**src/rtl/sa_tile_sequencer.sv**
```systemverilog
// Tile-level control sequencer for the systolic-array datapath.
// One start pulse runs: weight load, weight push, activation load,
// skewed compute and result drain, then a one-cycle done pulse.
// Weight phases are skipped when reuse is requested and the array
// already holds a valid weight set.
module sa_tile_sequencer #(
  parameter  int ARRAY_W = 4,
  parameter  int DATA_W  = 8,
  parameter  int K_MAX   = 16,
  localparam int K_W     = $clog2(K_MAX + 1)
) (
  input  logic           clk,
  input  logic           rst,
  input  logic           start,
  input  logic           reuse_weight,
  input  logic [K_W-1:0] k_len,
  input  logic           wgt_valid,
  output logic           wgt_ready,
  input  logic           act_valid,
  output logic           act_ready,
  input  logic           res_ready,
  output logic           res_valid,
  output logic           weight_buffer_load_en,
  output logic           weight_buffer_out_en,
  output logic           write_weight_en,
  output logic           input_buffer_load_en,
  output logic           input_buffer_out_en,
  output logic           output_buffer_load_en,
  output logic           output_buffer_out_en,
  output logic           busy,
  output logic           done,
  output logic           err
);

  // Counter must hold kl + 2*ARRAY_W without wrapping.
  localparam int CW = $clog2(K_MAX + 2 * ARRAY_W + 1);
  localparam logic [CW-1:0] ONE   = {{(CW-1){1'b0}}, 1'b1};
  localparam logic [CW-1:0] ZERO  = {CW{1'b0}};
  localparam logic [CW-1:0] AW_M1 = CW'(ARRAY_W - 1);

  typedef enum logic [2:0] {
    S_IDLE    = 3'd0,
    S_WLOAD   = 3'd1,
    S_WPUSH   = 3'd2,
    S_ALOAD   = 3'd3,
    S_COMPUTE = 3'd4,
    S_DRAIN   = 3'd5,
    S_FIN     = 3'd6
  } state_t;

  state_t         state;
  logic [CW-1:0]  cnt;
  logic [K_W-1:0] kl;
  logic           wvalid;

  // Terminal counts derived from the latched row count.
  logic [CW-1:0] kl_c;
  logic [CW-1:0] cnt_nx;
  logic [CW-1:0] tc_act;
  logic [CW-1:0] tc_comp;
  logic [CW-1:0] tc_drain;
  logic [CW-1:0] feed_lim;

  assign kl_c     = CW'(kl);
  assign cnt_nx   = cnt + ONE;
  assign tc_act   = kl_c - ONE;
  assign tc_comp  = kl_c + CW'(2 * ARRAY_W - 3);
  assign tc_drain = kl_c + CW'(ARRAY_W - 2);
  assign feed_lim = kl_c + CW'(ARRAY_W - 1);

  // Handshake strobes are the only combinational outputs.
  assign weight_buffer_load_en = wgt_valid & wgt_ready;
  assign input_buffer_load_en  = act_valid & act_ready;
  assign output_buffer_out_en  = res_valid & res_ready;

  // Tile FSM: state, counters and registered enables for the next cycle.
  always_ff @(posedge clk) begin
    if (rst) begin
      state                 <= S_IDLE;
      cnt                   <= ZERO;
      kl                    <= {K_W{1'b0}};
      wvalid                <= 1'b0;
      wgt_ready             <= 1'b0;
      act_ready             <= 1'b0;
      res_valid             <= 1'b0;
      weight_buffer_out_en  <= 1'b0;
      write_weight_en       <= 1'b0;
      input_buffer_out_en   <= 1'b0;
      output_buffer_load_en <= 1'b0;
      busy                  <= 1'b0;
      done                  <= 1'b0;
      err                   <= 1'b0;
    end else begin
      case (state)
        S_IDLE: begin
          if (start) begin
            kl   <= k_len;
            cnt  <= ZERO;
            busy <= 1'b1;
            if ((k_len == {K_W{1'b0}}) || (k_len > K_W'(K_MAX))) begin
              state <= S_FIN;
              done  <= 1'b1;
              err   <= 1'b1;
            end else if (reuse_weight && wvalid) begin
              state     <= S_ALOAD;
              act_ready <= 1'b1;
            end else begin
              wvalid    <= 1'b0;
              state     <= S_WLOAD;
              wgt_ready <= 1'b1;
            end
          end else begin
            state <= S_IDLE;
          end
        end
        S_WLOAD: begin
          if (wgt_valid) begin
            if (cnt == AW_M1) begin
              cnt                  <= ZERO;
              state                <= S_WPUSH;
              wgt_ready            <= 1'b0;
              weight_buffer_out_en <= 1'b1;
              write_weight_en      <= 1'b1;
            end else begin
              cnt <= cnt_nx;
            end
          end else begin
            cnt <= cnt;
          end
        end
        S_WPUSH: begin
          if (cnt == AW_M1) begin
            cnt                  <= ZERO;
            wvalid               <= 1'b1;
            state                <= S_ALOAD;
            weight_buffer_out_en <= 1'b0;
            write_weight_en      <= 1'b0;
            act_ready            <= 1'b1;
          end else begin
            cnt <= cnt_nx;
          end
        end
        S_ALOAD: begin
          if (act_valid) begin
            if (cnt == tc_act) begin
              cnt                   <= ZERO;
              state                 <= S_COMPUTE;
              act_ready             <= 1'b0;
              input_buffer_out_en   <= 1'b1;
              output_buffer_load_en <= (AW_M1 == ZERO);
            end else begin
              cnt <= cnt_nx;
            end
          end else begin
            cnt <= cnt;
          end
        end
        S_COMPUTE: begin
          // cnt is the compute index c; enables are prepared for c+1.
          if (cnt == tc_comp) begin
            cnt                   <= ZERO;
            state                 <= S_DRAIN;
            input_buffer_out_en   <= 1'b0;
            output_buffer_load_en <= 1'b0;
            res_valid             <= 1'b1;
          end else begin
            cnt                   <= cnt_nx;
            input_buffer_out_en   <= (cnt_nx < feed_lim);
            output_buffer_load_en <= (cnt_nx >= AW_M1);
          end
        end
        S_DRAIN: begin
          if (res_ready) begin
            if (cnt == tc_drain) begin
              cnt       <= ZERO;
              state     <= S_FIN;
              res_valid <= 1'b0;
              done      <= 1'b1;
            end else begin
              cnt <= cnt_nx;
            end
          end else begin
            cnt <= cnt;
          end
        end
        S_FIN: begin
          state <= S_IDLE;
          done  <= 1'b0;
          err   <= 1'b0;
          busy  <= 1'b0;
        end
        default: begin
          state                 <= S_IDLE;
          cnt                   <= ZERO;
          wgt_ready             <= 1'b0;
          act_ready             <= 1'b0;
          res_valid             <= 1'b0;
          weight_buffer_out_en  <= 1'b0;
          write_weight_en       <= 1'b0;
          input_buffer_out_en   <= 1'b0;
          output_buffer_load_en <= 1'b0;
          busy                  <= 1'b0;
          done                  <= 1'b0;
          err                   <= 1'b0;
        end
      endcase
    end
  end

endmodule

```
**config.mk**
```make
export PLATFORM = sky130hd
export DESIGN_NAME = sa_tile_sequencer
export DESIGN_NICKNAME = d
export VERILOG_FILES = /design/src/rtl/sa_tile_sequencer.sv
export SDC_FILE = /design/constraint.sdc
export NUM_CORES = 1
export LEC_CHECK = 0
export CORE_ASPECT_RATIO = 1.2
export CORE_MARGIN = 4
export CORE_UTILIZATION = 59
export CTS_CLUSTER_DIAMETER = 40
export DETAILED_ROUTE_END_ITERATION = 12
export MAX_ROUTING_LAYER = met4
export PLACE_DENSITY = 0.81
export SYNTH_ARGS = -nofsm -noshare
export SYNTH_HDL_FRONTEND = slang
export SYNTH_SLANG_ARGS = --single-unit
```
**constraint.sdc**
```tcl
create_clock -name clk -period 6.4 [get_ports clk]
set_input_delay 0.64 -clock clk [delete_from_list [all_inputs] [get_ports clk]]
set_output_delay 0.64 -clock clk [all_outputs]
set_load 0.03 [all_outputs]
```
; After elaboration in Yosys (flattened, before gate mapping)
; Cells that the tools add are included.
[word_totals]
input_bits = 12
elab_cells = 137
ff_bits = 23
out_inout_bits = 13
[classes]
mux = 58
order_cmp = 3
reduce_logical = 24
n_eq_ne = 23
add_sub_neg = 5
n_bitwise = 11
[ops]
columns = op, n
row1 = 5-bit 2-to-1 mux, 8
row2 = 5-bit one-hot mux with 7 select lines, 1
row3 = 3-bit 2-to-1 mux, 10
row4 = 1-bit 2-to-1 mux, 27
row5 = "2-bit inequality test, second input constant", 13
row6 = 5-bit OR reduction, 5
row7 = 1-bit one-hot mux with 3 select lines, 6
row8 = 3-bit one-hot mux with 6 select lines, 1
row9 = 5-bit equality test, 3
row10 = 5-bit AND reduction, 3
row11 = "5-bit by 2-bit adder with 5-bit output, second input constant", 2
row12 = "3-bit equality test, second input constant", 3
row13 = 1-bit NOT, 8
row14 = 4-bit AND reduction, 2
row15 = 8-bit AND reduction, 1
row16 = 4-bit OR reduction, 2
row17 = 7-bit AND reduction, 1
row18 = "3-bit by 2-bit equality test with 1-bit output, second input constant", 2
row19 = 1-bit one-hot mux with 2 select lines, 3
row20 = 3-bit AND reduction, 2
row21 = 6-bit AND reduction, 1
row22 = "5-bit by 1-bit adder with 5-bit output, second input constant", 1
row23 = "5-bit by 3-bit adder with 5-bit output, second input constant", 1
row24 = "5-bit by 2-bit equality test with 1-bit output, second input constant", 1
row25 = other kinds (14), 17

; Logic depth before layout (Yosys ltp)
[depth]
ltp_word = 5
mapped_depth = 10
depth_no_buf = 10

; Worst setup path before layout
; No wires, ideal clock.
[synth_timing]
kind = register to register
startpoint = register kl[1]
endpoint = register input_buffer_out_en
path_slack_ns = 4.243
setup_ns = 0.091
period_less_slack_ns = 2.157
t_required_ns = 6.309
t_arrival_ns = 2.066
path_stages_with_launch = 10
n_path_buf = 0
path_cell_list = dfxtp_1 -> inv_1 -> ha_1 -> ha_1 -> nor2b_1 -> o21a_1 -> o21ai_0 -> nand2b_1 -> a211o_1 -> a311oi_1
[synth_via]
elab_chain_len = 4
elab_cells_between_ends = 10
cone_classes = add/sub (3) / order compare (1) / eq/ne (3) / mux (2) / reduce/logical (1)
[synth_lines]
columns = item, line_no
row1 = "start, declared", 53  ; logic [K_W-1:0] kl;
row2 = "start signal, assigned", 81  ; kl <= {K_W{1'b0}};
row3 = "start signal, assigned", 97  ; kl <= k_len;
row4 = "5-bit by 2-bit adder with 5-bit output, or another cell as far along", 69  ; assign feed_lim = kl_c + CW'(ARRAY_W - 1);
row5 = "5-bit less-than comparator, or another cell as far along", 168  ; input_buffer_out_en <= (cnt_nx < feed_lim);
row6 = 1-bit 2-to-1 mux or 2-bit inequality test (tied branches), --
row7 = 1-bit one-hot mux with 3 select lines or 3-bit AND reduction (tied branches), --
row8 = "end signal, assigned", 168
row9 = "end, declared", 27  ; output logic input_buffer_out_en,
; Parallel ways exist; a longest one is shown, timed or not.
; A chain may end at the register's enable or synchronous reset.

; Worst setup path after layout
[layout_timing]
startpoint = input act_valid
endpoint = output input_buffer_load_en
[layout_via]
elab_chain_len = 1
[layout_lines]
columns = item, line_no
row1 = "start, declared", 19  ; input logic act_valid,
row2 = 1-bit AND, 73  ; assign input_buffer_load_en = act_valid & act_ready;
row3 = "end, declared", 26  ; output logic input_buffer_load_en,
; Every way passes these cells.

==> results_dict.tcl <==
set metrics [dict create \
    start_util 0.637 \
    cts_buffers 3 \
    viasPerCell 6.15 \
    cts_sinks 23 \
    fin_tns_setup_ps 0 \
    cts-root-buf "clkbuf_4" \
    core_mm2 0.00289 \
    grt_max_degree 25 \
    fmax_mhz 378 \
    critPathLaunchType "input port" \
    post-route-min-period_ps 2640 \
    drive_gt1_frac 0.0711 \
    status "finished clean" \
    relSlewSlack 0.463 \
    htree_num_levels 1 \
    grt_overflow 0 \
    layout_setup_ws_ps 3760 \
    dr.pass1.iters 4 \
    slew_violations 0 \
    syn_nets 250 \
    grt_first_pass_wirelength_um 7110 \
    ys_seq_area_frac 0.250 \
    place_congestion 0.841 \
    hold_class "register to register" \
    fp-row-count 21 \
    drt_wl_total_um 4350 \
    rsz0062_at_grt "no" \
    final_cells 273 \
    dieArea_mm2 0.00408 \
    finalClockSkew_ps 1.88 \
    fin_nets 266 \
    drc_errors 0 \
    worst-setup-path-type "input port to primary output" \
    crit_path_end_kind "primary output" \
    antenna_cells 0 \
    track_usage 0.224 \
    post_cts_buffers 0 \
    cts_max_path_buffers 2 \
    netlist_instances 224 \
    final_cell_mix "a21oi_1, clkdlybuf4s50_1, dfxtp_1" \
    postCtsHoldBufs 0 \
    vias 1679 \
    power_leakage_uw 0.000792 \
    max-vdd-ir-drop_v 0.000238 \
    pwr_density_cell_mw_per_mm2 328 \
    antenna_left 0 \
    dpl_worst_slack_ps 3580 \
    clk_pin_slew_ps 130 \
    fillerInstances 238 \
    fp.dieW_um 59.0 \
    die_h_um 69.2 \
    dp_hpwl_um 3420 \
    fin_util 0.723 \
    dpl_cell_area_mm2 0.00206 \
    initialDrtViolationCount 68 \
    antenna_found_initial 0 \
    yosys.cell_types.count 55 \
    setup_viol 0 \
    finalCritPeriodShare 0.413 \
    ys.warnings.count 0 \
    cp.required_ps 5760 \
    worst_pin_slew_ps 805 \
    ioPinCount 25 \
    clock_latency_ps 320 \
    cp_max_fo 6 \
    max-cap-violations 0 \
    hold_viol 0 \
    syn_area_mm2 0.00184 \
    syn_to_final_growth_pct 13.5 \
    ys_ff_latch 23 \
    cp.arrival_ps 2000 \
    postCtsResizedCells 0 \
    fin_area_mm2 0.00209 \
    port_buffers 24 \
    first_global_vias 1569 \
    wire_per_inst_um 15.9 \
    synth-async-reset-ratio 0 \
    dp_cells 269 \
    synth_area_per_cell_um2 8.22 \
    cts_tree "done" \
    synth_edf_count 0 \
    synthFlopType "dfxtp_1" \
]
## area by class of cell
class | instances | area (um2) | area share
Clock buffer | 4 | 26.3 | 0.0126
Inverter | 13 | 48.8 | 0.0234
Sequential cell | 23 | 460 | 0.220
Tap cell | 34 | 42.5 | 0.0204
Multi-Input combinational cell | 175 | 1270 | 0.608
Timing Repair Buffer | 24 | 240 | 0.115
## state kept, by name, summed over array words and instances, names as in the netlist
| name | cells |
|---|---|
| write_weight_en | 1 |
| cnt | 5 |
| output_buffer_load_en | 1 |
| res_valid | 1 |
| kl | 5 |
| act_ready | 1 |
| done | 1 |
| input_buffer_out_en | 1 |
| state | 3 |
| err | 1 |
| busy | 1 |
| wgt_ready | 1 |
| wvalid | 1 |
## per-stage QoR
| step | hold WS, ps | total power (uW) |
|---|---|---|
| final | 488 | 685 |
| after global routing | 521 | 738 |
| after CTS | 493 | 686 |
| after detailed placement | 458 | 614 |
| after global placement | 445 | 595 |
| after floorplan | 518 | 515 |
## cell families (layout without fill, tap and decap cells)
family | Yosys count | count (layout) | share of synthesized area
XOR/XNOR | 21 | 21 | 0.116
adder cells (fa/ha/maj) | 14 | 14 | 0.0952
AND/OR/NAND/NOR | 69 | 69 | 0.196
flip-flops | 23 | 23 | 0.250
buffers and inverters | 26 | 41 | 0.0591
AO/OA/AOI/OAI | 67 | 67 | 0.261
multiplexers | 4 | 4 | 0.0224
## cells in the mapped netlist (4+ instances only)
cell type | count | share of area
xnor2_1 | 12 | 0.057
nand2b_1 | 7 | 0.024
and2_1 | 4 | 0.014
xor2_1 | 6 | 0.029
ha_1 | 14 | 0.095
clkbuf_1 | 7 | 0.014
o21ai_0 | 8 | 0.022
a21oi_1 | 24 | 0.065
inv_1 | 13 | 0.027
nand2_1 | 15 | 0.031
nor2_1 | 20 | 0.041
nor3_1 | 4 | 0.011
dfxtp_1 | 23 | 0.25
a211oi_1 | 5 | 0.020
nand3_1 | 6 | 0.016
## critical path, cell delays in order
cell and delay [ps]:
clkdlybuf4s50_1 560, and2_1 150, clkdlybuf4s50_1 660
## per-layer routing
| metal | vias to the layer above | part of all wire | wire (um) | global-route usage |
|---|---|---|---|---|
| li1 | 825 | - | - | - |
| met1 | 805 | 0.42 | 1830 | 0.268 |
| met2 | 36 | 0.52 | 2290 | 0.359 |
| met3 | 13 | 0.026 | 113 | 0.0317 |
| met4 | 0 | 0.028 | 123 | 0.113 |
| met5 | - | 0 | 0 | - |
## worst paths after layout
| path | from | endpoint | slack, ps | depth (start not counted) |
|---|---|---|---|---|
| worst max register to register | state[2] | input_buffer_out_en | 3800 | 6 |
| worst min register to register | busy | busy | 490 | 2 |
| worst max-delay path | act_valid | input_buffer_load_en | 3760 | 3 |
| worst min-delay path | busy | busy | 490 | 2 |
## where the power goes
part	internal, uW	switching, uW
combinational	164	210
sequential	174	67.0
clock	24.4	45.7
total	362	323
Note: power is estimated with default switching activity, not from simulation.
